## src/rtl/fp_mult_arbiter.sv

```systemverilog
// Shares one pipelined FP multiplier among NUM_REQ requesters: 1 cycle to issue, 1 cycle from result to response; ready drops only when TAG_DEPTH ops are outstanding.
// Define FP_ARB_FIXED_PRIORITY_EN for fixed priority (lowest index wins) instead of round-robin.
module fp_mult_arbiter #(
  parameter int NUM_REQ   = 4,
  parameter int TAG_DEPTH = 8,
  parameter int ID_W      = 2
) (
  input  logic                  clkIn,
  input  logic                  rstIn,
  input  logic [NUM_REQ-1:0]    reqValidIn,
  input  logic [NUM_REQ*32-1:0] reqAIn,
  input  logic [NUM_REQ*32-1:0] reqBIn,
  output logic [NUM_REQ-1:0]    reqReadyOut,
  output logic [31:0]           multAOut,
  output logic [31:0]           multBOut,
  output logic                  multValidOut,
  input  logic [31:0]           multDataIn,
  input  logic                  multValidIn,
  output logic [31:0]           respDataOut,
  output logic [NUM_REQ-1:0]    respValidOut,
  output logic                  errorOut
);

  localparam int AW = $clog2(TAG_DEPTH);

  logic                  grant_any;
  logic [ID_W-1:0]       grant_id;
  logic                  xfer;
  logic                  pop;
  logic                  full;
  logic                  empty;
  logic [31:0]           sel_a;
  logic [31:0]           sel_b;
  logic [ID_W-1:0]       tag_mem [TAG_DEPTH];
  logic [AW-1:0]         wr_ptr;
  logic [AW-1:0]         rd_ptr;
  logic [AW:0]           count;

`ifdef FP_ARB_FIXED_PRIORITY_EN
  always_comb begin
    grant_any = 1'b0;
    grant_id  = '0;
    for (int i = NUM_REQ - 1; i >= 0; i--) begin
      if (reqValidIn[i]) begin
        grant_any = 1'b1;
        grant_id  = ID_W'(i);
      end
    end
  end
`else
  logic            hi_any;
  logic            lo_any;
  logic [ID_W-1:0] hi_id;
  logic [ID_W-1:0] lo_id;
  logic [ID_W-1:0] last;

  // Lowest valid index above the last winner, else lowest valid index at or below it.
  always_comb begin
    hi_any = 1'b0;
    lo_any = 1'b0;
    hi_id  = '0;
    lo_id  = '0;
    for (int i = NUM_REQ - 1; i >= 0; i--) begin
      if (reqValidIn[i]) begin
        if (ID_W'(i) > last) begin
          hi_any = 1'b1;
          hi_id  = ID_W'(i);
        end else begin
          lo_any = 1'b1;
          lo_id  = ID_W'(i);
        end
      end
    end
    grant_any = hi_any | lo_any;
    grant_id  = hi_any ? hi_id : lo_id;
  end

  always_ff @(posedge clkIn or negedge rstIn) begin
    if (!rstIn) begin
      last <= ID_W'(NUM_REQ - 1);
    end else if (xfer) begin
      last <= grant_id;
    end
  end
`endif

  always_comb begin
    sel_a = '0;
    sel_b = '0;
    for (int i = 0; i < NUM_REQ; i++) begin
      if (ID_W'(i) == grant_id) begin
        sel_a = reqAIn[32*i +: 32];
        sel_b = reqBIn[32*i +: 32];
      end
    end
  end

  // Full is judged on the registered count so a same-cycle pop never frees a slot early.
  assign full        = (count == (AW+1)'(TAG_DEPTH));
  assign empty       = (count == '0);
  assign reqReadyOut = (grant_any && !full && rstIn) ? (NUM_REQ'(1) << grant_id) : '0;
  assign xfer        = |(reqValidIn & reqReadyOut);
  assign pop         = multValidIn & ~empty;

  always_ff @(posedge clkIn) begin
    if (xfer) begin
      tag_mem[wr_ptr] <= grant_id;
    end
  end

  always_ff @(posedge clkIn or negedge rstIn) begin
    if (!rstIn) begin
      wr_ptr <= '0;
      rd_ptr <= '0;
      count  <= '0;
    end else begin
      if (xfer) wr_ptr <= wr_ptr + AW'(1);
      if (pop)  rd_ptr <= rd_ptr + AW'(1);
      case ({xfer, pop})
        2'b10:   count <= count + (AW+1)'(1);
        2'b01:   count <= count - (AW+1)'(1);
        default: count <= count;
      endcase
    end
  end

  always_ff @(posedge clkIn or negedge rstIn) begin
    if (!rstIn) begin
      multAOut     <= '0;
      multBOut     <= '0;
      multValidOut <= 1'b0;
      respDataOut  <= '0;
      respValidOut <= '0;
      errorOut     <= 1'b0;
    end else begin
      multValidOut <= xfer;
      if (xfer) begin
        multAOut <= sel_a;
        multBOut <= sel_b;
      end
      respValidOut <= pop ? (NUM_REQ'(1) << tag_mem[rd_ptr]) : '0;
      if (pop) respDataOut <= multDataIn;
      // A result with nothing outstanding means the multiplier and tag stream disagree.
      if (multValidIn && empty) errorOut <= 1'b1;
    end
  end

endmodule

```

## config.mk

```make
export PLATFORM = sky130hd
export DESIGN_NAME = fp_mult_arbiter
export DESIGN_NICKNAME = d
export VERILOG_FILES = /design/src/rtl/fp_mult_arbiter.sv
export SDC_FILE = /design/constraint.sdc
export NUM_CORES = 1
export LEC_CHECK = 0
export ABC_AREA = 1
export CORE_AREA = 2 2 155 157
export CTS_CLUSTER_DIAMETER = 120
export DETAILED_ROUTE_END_ITERATION = 8
export DIE_AREA = 0 0 157 159
export GPL_TIMING_DRIVEN = 0
export PLACE_DENSITY = 0.69
export SYNTH_ARGS = -nofsm -noshare
export SYNTH_HDL_FRONTEND = slang
export SYNTH_SLANG_ARGS = --single-unit
```

## constraint.sdc

```tcl
create_clock -name clkIn -period 3 [get_ports clkIn]
set_clock_uncertainty 0.2 [all_clocks]
set_input_delay 0.75 -clock clkIn [delete_from_list [all_inputs] [get_ports clkIn]]
set_output_delay 0.75 -clock clkIn [all_outputs]
set_load 0.1 [all_outputs]
```

==> results.md <==
Outcome:
- The flow ran to the end, but the final reports show violations.
- The final reports fail on negative setup slack.

Floorplanning:
- The starting utilization of the core area is 33.2%.
- The number of rows in the core area is 56.
- The die is 157 um wide.
- The core box area is 23200 um^2.
- From bottom edge to top edge, the die measures 159 um.
- The floorplan step defined a die boundary enclosing 25000 um^2.
- In this run the count of I/O pins placed on the die edge is 401.

Logic synthesis:
- The most used flip-flop cell after synthesis is sky130_fd_sc_hd__dfrtp_1.
- The number of storage elements in the synthesis netlist is 130.
- Counting flops with a built-in enable in the synthesized netlist gives 16.
- Counting flops with an async set or reset pin after synthesis yields a share of 87.7%.
- The cell area that synthesis handed to floorplanning was 7700 um^2.
- For this run, the number of Yosys warnings is 0.
- The dominant cell type by area after synthesis is sky130_fd_sc_hd__dfrtp_1.
- The post-synthesis area per instance is 7.28 um^2.
- The most frequent cell after synthesis is sky130_fd_sc_hd__nand2_1.
- Counting distinct cell types in the post-synthesis netlist gives 29.
- In this run the biggest area consumer among cell types represents 36.4% of the synthesized area.
- By count the netlist is led by sky130_fd_sc_hd__nand2_1, sky130_fd_sc_hd__nand4_1, sky130_fd_sc_hd__dfrtp_1.
- The share of the Yosys chip area taken by registers is 43.3%.
- In the post-synthesis netlist, the biggest area contributors are sky130_fd_sc_hd__dfrtp_1, sky130_fd_sc_hd__nand2_1, sky130_fd_sc_hd__nand4_1, sky130_fd_sc_hd__edfxtp_1, sky130_fd_sc_hd__nand3_1.
- The number of nets handed over by synthesis was 1359.
- The post-synthesis instance total is 1058.

Setup path:
- STA classifies the critical path startpoint as a flip-flop.
- The required time of the worst setup path is 2050 ps.
- Traced cell by cell, the critical path runs through nand2_2 > nand2_2 > nand2_2 > nand2_4 > nand2_4 > buf_12 > buf_6 > nor3_4 > buf_12.
- The kind of cell with the highest combined delay on the critical path is simple AND/OR/NAND/NOR gates.
- The largest individual stage delay along the critical path comes from the cell sky130_fd_sc_hd__dfstp_2.
- Data arrives at the worst endpoint at 2050 ps.
- The path type of the worst setup path is reg2out.
- Counting both buffers and inverters, the worst setup path holds a total of 3.
- The largest stage delay on the critical path is 570 ps.
- The endpoint kind of the worst setup timing path is a primary output.
- Among the stages of the critical path, the cell type that occurs most often is sky130_fd_sc_hd__nand2_2.
- In this run the worst path has a maximum fanout of 4.

Worst hold path:
- In this run the worst hold path is classified as in2async.

Power:
- The power density of the placed cells is 1190 nW/um^2.
- The worst supply voltage drop on vdd is 0.798 mV.
- The leakage power summed over all cells is 6.08 nW.
- The power after layout is 15.7 mW.

Route:
- The number of iterations in the first detailed-routing pass is 5.
- The routed via count divided by cell count is 5.13.
- Wires add up to 37700 um.
- The remaining number of nets flagged by the antenna check after routing is 0.
- The detailed router finished its first iteration with 708 violations.
- The detailed-route via count is 9409.
- The detailed-route wire length per cell is 20.5 um.
- The detailed-route DRC error count is 0.

GRT:
- The global routing usage summed across all routing layers is 30.0%.
- The first global-routing pass estimated 56400 um of wire.
- The largest net degree at the start of global routing is 37.
- The number of antenna violations at the first check in global routing is 7.
- Global routing finished with a remaining overflow of 0.
- The via count of the first global-routing pass came to 9362.

STA:
- The hold violation count in the final report is 0.
- The setup violation total in the final timing report is 1.
- For the pin with the worst max-slew slack, the measured transition is 1100 ps.
- The worst slew margin relative to its limit is 26.3%.
- The post-route clock period utilization is 100%.
- The maximum operating frequency is 0.333 GHz.
- Counting I/O delays and the setup requirement, the final critical path takes 3000 ps.
- The total count of max-transition violations in the final report is 0.
- Setup repair after global routing could not meet its margin everywhere.
- The minimum setup slack in the final design is -1.95 ps.

Clocking:
- Counting along the longest clock path gives a buffer depth of 2.
- The clock tree root driver cell is sky130_fd_sc_hd__clkbuf_16.
- At the later pin of the worst-skew pair, clock insertion delay measures 420 ps.
- The H-tree generated during clock tree synthesis spans 4 levels.
- The CTS tree is done.
- The number of sinks on the clock net is 130.
- After clock tree synthesis, the clock-pin slew on the worst setup and hold paths is 60 ps.
- Buffers inserted during clock tree synthesis total 17.

Place:
- The post-placement cell area is 12200 um^2.
- The last weighted congestion value of the routability-driven placer is 0.971.
- The HPWL after detailed placement is 29300 um.
- The number of instances in the placed design is 1778.
- Port buffering added 400 buffers.

Layout:
- The final design instance area without fill is 13100 um^2.
- The final instance count without filler cells is 1834.
- The layout-stage area growth over the synthesis result is 70.6%.
- The share of cells above drive strength 1 is 10.1%.
- The number of nets in the layout is 1799.
- The final core area utilization is 56.6%.

Flow run:
- The number of maximum-capacitance constraint violations is 0.
## where the power goes
part	leakage [nW]	switching (mW)	internal, mW
clock network	0.281	0.860	1.24
logic	4.25	7.78	2.88
registers	1.54	0.430	2.52
## metrics by stage
step / TNS [ps] / worst slack [ps] / hold slack [ps]
after detailed placement: -13950 / -1600 / 264
after floorplan: -340 / -179 / 254
final: -1.95 / -1.95 / 96.9
after CTS: -26.3 / -15.9 / 94.2
after global placement: -858450 / -6050 / 261
after global routing: -323 / -102 / 105
## worst paths after layout
path | startpoint | endpoint | slack, ps | cells after the start
max in group asynchronous | rstIn | multAOut[5] | 1510 | 2
max reg2reg | count[1] | count[3] | 390 | 13
max | last[1] | reqReadyOut[2] | -2 | 9
min in group clkIn | respDataOut[23] | respDataOut[23] | 280 | 2
min reg2reg | respDataOut[23] | respDataOut[23] | 280 | 2
min | rstIn | multBOut[25] | 100 | 2
## worst reg2reg max path, stage by stage (launching register included)
cell and delay [ps]:
sky130_fd_sc_hd__dfrtp_1 410, sky130_fd_sc_hd__nor2_1 150, sky130_fd_sc_hd__nand3_1 120, sky130_fd_sc_hd__nand2_2 200
sky130_fd_sc_hd__clkinvlp_4 180, sky130_fd_sc_hd__ha_1 240, sky130_fd_sc_hd__ha_1 330, sky130_fd_sc_hd__nand2_1 70
sky130_fd_sc_hd__nor2_1 40, sky130_fd_sc_hd__a211oi_1 220, sky130_fd_sc_hd__nor2_1 70, sky130_fd_sc_hd__nor2_1 80
sky130_fd_sc_hd__nand2_1 60, sky130_fd_sc_hd__xor2_1 130
## what timing repair did
item | CTS | global route
buffers inserted | 15 | 5
gates resized for setup | 73 | 11
gates cloned | 1 | 0
setup endpoints to repair | 12 | 5
hold endpoints to repair | 13 | 0
pin swaps | 10 | 7
hold buffers | 2 | 0
## cell families (layout without fill, tap and decap cells)
kind of cell | count (synthesis) | after routing | synth area share [%]
simple gates | 678 | 678 | 40.3
buf+inv | 179 | 632 | 10.7
flops | 130 | 130 | 43.3
compound gates | 59 | 59 | 3.96
fa+ha+maj | 6 | 6 | 1.07
xor+xnor | 6 | 6 | 0.682
other cells | 0 | 4 | 0
## registers in the layout, indices dropped and copies added, names as in the netlist, 3 cells and up
name and flops:
multAOut 32, multBOut 32, respDataOut 32, tag_mem 16
count 4, respValidOut 4, rd_ptr 3, wr_ptr 3
## cell type report
type / count / area, um^2
diodes: 4 / 10.0
plain buffers: 85 / 524
clock buffers: 18 / 429
clock inverters: 14 / 153
fillers: 2175 / 10100
inverters: 91 / 355
multi-input cells: 749 / 3640
flip-flops and latches: 130 / 3340
well taps: 319 / 399
repair buffers: 424 / 4290
## cells in the final DEF (no fill, tap or decap), types with 6 or more instances in the layout
master	count
sky130_fd_sc_hd__clkdlybuf4s50_1	390
sky130_fd_sc_hd__nand2_1	373
sky130_fd_sc_hd__nand4_1	164
sky130_fd_sc_hd__dfrtp_1	112
sky130_fd_sc_hd__nand3_1	86
sky130_fd_sc_hd__inv_1	82
sky130_fd_sc_hd__buf_2	41
sky130_fd_sc_hd__nor2_1	36
sky130_fd_sc_hd__buf_4	31
sky130_fd_sc_hd__o21ai_0	30
sky130_fd_sc_hd__o21ai_1	23
sky130_fd_sc_hd__clkbuf_1	17
sky130_fd_sc_hd__clkbuf_16	17
sky130_fd_sc_hd__edfxtp_1	16
sky130_fd_sc_hd__buf_12	10
sky130_fd_sc_hd__buf_6	7
sky130_fd_sc_hd__buf_1	7
sky130_fd_sc_hd__nand2_2	6
## metal layers
layer	vias to the layer above	track usage (%)	share of wire (%)	routed length [um]
met3	68	7.92	8.5	3190
met2	459	52.3	50	18800
met5	-	0	0.16	59
li1	4426	-	-	-
met1	4448	36.0	39	14700
met4	8	9.17	2.4	894
No activity file was read; power rests on OpenSTA's default activity.
